File: config.mk
export PLATFORM = sky130hd
export DESIGN_NAME = fsk_burst_ctrl
export DESIGN_NICKNAME = d
export VERILOG_FILES = /design/src/rtl/fsk_ctrl_pkg.sv /design/src/rtl/sym_counter.sv /design/src/rtl/fsk_burst_ctrl.sv
export SDC_FILE = /design/constraint.sdc
export NUM_CORES = 1
export LEC_CHECK = 0
export CORE_UTILIZATION = 54
export DETAILED_ROUTE_END_ITERATION = 10
export MAX_ROUTING_LAYER = met4
export PLACE_DENSITY_LB_ADDON = 0.12
export SLEW_MARGIN = 5
export SYNTH_ARGS = -nofsm -noshare
export SYNTH_HDL_FRONTEND = slang
export SYNTH_HIERARCHICAL = 1
export SYNTH_SLANG_ARGS = --single-unit
File: constraint.sdc
create_clock -name CLOCK -period 7.95 [get_ports CLOCK]
set_input_delay 0.795 -clock CLOCK [delete_from_list [all_inputs] [get_ports CLOCK]]
set_output_delay 0.795 -clock CLOCK [all_outputs]
set_load 0.1 [all_outputs]
File: src/rtl/fsk_ctrl_pkg.sv
// Shared state encoding and default symbol counts for the FSK burst controller.
// Pure declarations: no logic, no latency, no flow control.
package fsk_ctrl_pkg;

  typedef enum logic [2:0] {
    ST_IDLE     = 3'd0,
    ST_SYNC     = 3'd1,
    ST_PREAMBLE = 3'd2,
    ST_PAYLOAD  = 3'd3,
    ST_GUARD    = 3'd4
  } state_t;

  localparam int DEF_PREAMBLE_LEN = 8;
  localparam int DEF_GUARD_LEN    = 4;

  // States whose duration is measured in symbols.
  function automatic logic counts_symbols(input state_t s);
    return (s == ST_PREAMBLE) || (s == ST_PAYLOAD) || (s == ST_GUARD);
  endfunction

endpackage

File: src/rtl/sym_counter.sv
// Symbol counter with terminal compare; hit is combinational on the stepping cycle.
// Count updates one cycle after step/clear; clear wins over step; never stalls.
module sym_counter (
  input  logic       clk,
  input  logic       rst_n,
  input  logic       clear,
  input  logic       step,
  input  logic [7:0] terminal,
  output logic [7:0] count,
  output logic       hit
);

  assign hit = step && (count == terminal);

  always_ff @(posedge clk) begin
    if (!rst_n) begin
      count <= '0;
    end else if (clear) begin
      count <= '0;
    end else if (step) begin
      count <= count + 8'd1;
    end
  end

endmodule

File: src/rtl/fsk_burst_ctrl.sv
// FSK burst sequencer: IDLE -> SYNC -> PREAMBLE -> PAYLOAD -> GUARD, advancing on READY strobes.
// Outputs registered one cycle after the transition (LFSR_EN is combinational); no backpressure.
module fsk_burst_ctrl
  import fsk_ctrl_pkg::*;
#(
  parameter int PREAMBLE_LEN = DEF_PREAMBLE_LEN,
  parameter int GUARD_LEN    = DEF_GUARD_LEN
) (
  input  logic       CLOCK,
  input  logic       RESET_N,
  input  logic       READY,
  input  logic       START,
  input  logic       STOP,
  input  logic [7:0] CFG_PAY_LEN,
  input  logic       CFG_REPEAT,
  output logic       LFSR_EN,
  output logic       PRE_SEL,
  output logic       PRE_BIT,
  output logic       TX_EN,
  output logic       BUSY,
  output logic       DONE,
  output logic [2:0] STATE,
  output logic [7:0] SYM_CNT
);

  localparam logic [7:0] PRE_TERM = 8'(PREAMBLE_LEN - 1);
  localparam logic [7:0] GRD_TERM = 8'(GUARD_LEN - 1);

  state_t     state;
  state_t     nxt;
  logic [7:0] pay_len;
  logic       rep;
  logic       stop_pend;
  logic       step;
  logic       clear;
  logic       hit;
  logic [7:0] terminal;
  logic [7:0] count;

  assign step    = READY && counts_symbols(state);
  assign clear   = (nxt != state);
  assign STATE   = state;
  assign SYM_CNT = count;
  assign LFSR_EN = RESET_N && READY && (state == ST_PAYLOAD);

  always_comb begin
    terminal = '0;
    case (state)
      ST_PREAMBLE: terminal = PRE_TERM;
      ST_PAYLOAD:  terminal = pay_len - 8'd1;
      ST_GUARD:    terminal = GRD_TERM;
      default:     terminal = '0;
    endcase
  end

  sym_counter u_sym_counter (
    .clk      (CLOCK),
    .rst_n    (RESET_N),
    .clear    (clear),
    .step     (step),
    .terminal (terminal),
    .count    (count),
    .hit      (hit)
  );

  // A pending stop cuts the current state short at the next symbol boundary.
  always_comb begin
    nxt = state;
    case (state)
      ST_IDLE: begin
        if (START) nxt = ST_SYNC;
      end
      ST_SYNC: begin
        if (READY) nxt = stop_pend ? ST_GUARD : ST_PREAMBLE;
      end
      ST_PREAMBLE: begin
        if (READY && (stop_pend || hit))
          nxt = (stop_pend || (pay_len == 8'd0)) ? ST_GUARD : ST_PAYLOAD;
      end
      ST_PAYLOAD: begin
        if (READY && (stop_pend || hit)) nxt = ST_GUARD;
      end
      ST_GUARD: begin
        if (hit) nxt = (rep && !stop_pend && !STOP) ? ST_PREAMBLE : ST_IDLE;
      end
      default: nxt = ST_IDLE;
    endcase
  end

  always_ff @(posedge CLOCK) begin
    if (!RESET_N) begin
      state     <= ST_IDLE;
      pay_len   <= '0;
      rep       <= 1'b0;
      stop_pend <= 1'b0;
      TX_EN     <= 1'b0;
      PRE_SEL   <= 1'b0;
      PRE_BIT   <= 1'b0;
      BUSY      <= 1'b0;
      DONE      <= 1'b0;
    end else begin
      state   <= nxt;
      TX_EN   <= (nxt == ST_PREAMBLE) || (nxt == ST_PAYLOAD);
      PRE_SEL <= (nxt == ST_PREAMBLE);
      BUSY    <= (nxt != ST_IDLE);
      DONE    <= (state == ST_GUARD) && (nxt == ST_IDLE);

      if ((state == ST_IDLE) && START) begin
        pay_len <= CFG_PAY_LEN;
        rep     <= CFG_REPEAT;
      end

      if (nxt == ST_IDLE) begin
        stop_pend <= 1'b0;
      end else if (STOP && (state != ST_IDLE)) begin
        stop_pend <= 1'b1;
      end

      // Alternating preamble starts at 1 on every entry, including repeats.
      if (nxt != ST_PREAMBLE) begin
        PRE_BIT <= 1'b0;
      end else if (state != ST_PREAMBLE) begin
        PRE_BIT <= 1'b1;
      end else if (READY) begin
        PRE_BIT <= ~PRE_BIT;
      end
    end
  end

endmodule

==> results.toml <==
[status]
outcome = "finished clean"

[timing]
finalClockSkew_ns = 0.00198
worst_slack_ns = 3.55
maxSlewViolCount = 0
period_minus_slack_ns = 4.40
final_hold_viol_count = 0
setup_tns_ns = 0
fmax_mhz = 227
setup_violations = 0
slew_headroom_pct = 35.2
worst_pin_slew_ns = 0.968
rsz0062_at_grt = "false"
period_share_pct = 55.3

[setup_path]
critPathLaunchType = "input port"
worstPathMaxFanout = 8
cp_data_arrival_time_ns = 4.65
required_ns = 8.20
setup.worst_path.class = "in2reg"
end_kind = "flop"
r2r_setup_slack_ns = 3.57

[clock_tree]
cts_buffer_depth = 2
ctsRootBufferMaster = "clkbuf_4"
cts_made_buffers = 3
cts_hold_buf = 0
cts-resized-gates = 0
ctsHtreeMaxLevel = 1
cts_tree = "built"
clk_pin_slew_ns = 0.13
clock_latency_ns = 0.31
cts_sinks = 26
cts_setup_buffers = 0

[route]
ant_nets = 0
drc = 0
viasPerCell = 5.81
dr.pass1.iters = 4
wl_per_cell_um = 13.5
routed_wl_mm = 3.12
vias = 1342
drt-initial-drc-count = 55

[cells_and_area]
layout_commonest_cell = "clkdlybuf4s50_1"
layout_common_cells = "clkdlybuf4s50_1 (30), nand2_1 (29), dfxtp_1 (26)"
nets = 220
design_area_um2 = 1790
utilization_pct = 70.8
syn_to_final_growth_pct = 21.4
antenna_cells = 0
multi_input_area_um2 = 897
drive_gt1_share_pct = 4.48
fill_cells = 200
seqCellArea_um2 = 520

[place]
dp_hpwl_mm = 2.38
numPortBuffers = 30
pre_cts_ws_ns = 3.28
place_area_um2 = 1760
place_congestion = 0.925

[synth]
ys.warnings.count = 6
yosysUniqueCellTypes = 40
ys_seq_area_share_pct = 35.4
postSynthCellCount = 177
syn-num-nets = 194
avgSynthCellArea_um2 = 8.31
synth_seq_cells = 26
synth_area_um2 = 1470

[run]
maxCapViolations = 0

[power_and_ir_drop]
power_density_nw_per_um2 = 280
peakVddDrop_uv = 276
finalPower_mw = 0.499
leakage_nw = 0.646

[floorplan]
dieArea_um2 = 2930
rows = 18
dieWidth_um = 54.2
coreArea_um2 = 2520
dieHeight_um = 54.2
start_util_pct = 58.3
pin_count = 31

[hold_path]
hold_class = "reg2reg"

[grt]
track_usage_pct = 24.2
grt_pass1_vias = 1176
antenna_found_initial = 0
grt_pass1_wl_mm = 5.06
grt_max_degree = 19
grt_overflow_total = 0
==> report_power, final <==
group	internal, mW	total [mW]	switching, mW
logic	0.0879	0.267	0.179
registers	0.151	0.177	0.0267
clock network	0.0177	0.0543	0.0366
total	0.256	0.499	0.243
==> metal layers <==
layer | track usage (%) | vias to the layer above | part of all wire [%]
li1 | - | 662 | -
met4 | 5.98 | 0 | 1.1
met3 | 3.67 | 4 | 5.4
met5 | - | - | 0
met1 | 30.1 | 625 | 45
met2 | 40.4 | 51 | 49
==> synth_stat cells, drive strengths merged <==
cell	instances	area share, %
nor3	5	1.7
or3b	2	1.2
a311oi	1	1.0
dfxtp	26	35
nand3	3	1.0
nor4	2	1.9
mux2i	3	2.0
a21boi	10	5.1
ha	3	2.6
o21ai	7	2.4
buf	4	1.8
o31a	1	0.60
o41a	1	0.77
a211o	1	0.60
o31ai	1	0.51
a21oi	7	2.4
a211oi	2	1.0
o32a	1	0.68
xnor2	11	6.6
clkbuf	5	1.3
nand2	29	7.4
nand2b	4	1.7
inv	2	0.51
and2	4	1.7
and2b	1	0.60
nand3b	1	0.51
or4bb	1	0.77
o211a	1	0.68
nor2b	4	1.7
nor2	15	3.8
or3	5	2.1
a31oi	1	0.85
a221oi	1	0.60
xor2	6	3.6
nand4	5	2.6
o22ai	1	0.43
==> critical path: stages <==
cell,delay (ns)
clkdlybuf4s50_1,0.61
a21boi_0,0.73
nand2_1,0.10
nor3_1,0.47
o21ai_0,0.22
nor2b_1,0.18
a311oi_2,0.40
or3b_1,0.39
a211o_1,0.28
nand2b_1,0.27
a21oi_1,0.19
==> logic make-up after synthesis <==
logic type	share of synthesized area, %
simple gates	28.7
compound gates	17.6
flops	35.4
xor+xnor	10.1
buf+inv	3.57
mux	2.04
fa+ha+maj	2.55
==> metrics by stage <==
step | hold slack [ns] | std cells
detailed placement | 0.496 | 228
finish | 0.516 | 231
global placement | 0.482 | 228
floorplan | 0.438 | 177
CTS | 0.514 | 231
global route | 0.540 | 231
==> sequential cells by signal, indices dropped and copies added, names as in the netlist <==
name / count
stop_pend: 1
rep: 1
BUSY: 1
PRE_SEL: 1
DONE: 1
TX_EN: 1
STATE: 3
PRE_BIT: 1
pay_len: 8
u_sym_counter/count: 8
==> final cells by class <==
cell class | count | area share [%]
clock buffer | 3 | 1.26
inverter | 2 | 0.420
multi-input combinational | 140 | 50.2
sequential | 26 | 29.2
tap | 30 | 2.10
timing repair buffer | 30 | 16.8
==> worst paths after layout <==
check	startpoint	end	depth (start not counted)
setup / recovery	READY	u_sym_counter/count[7]	11
hold / removal	pay_len[1]	pay_len[1]	2
setup reg to reg	STATE[2]	u_sym_counter/count[7]	11
hold reg to reg	pay_len[1]	pay_len[1]	2
Power figures use the tool's default switching activity.
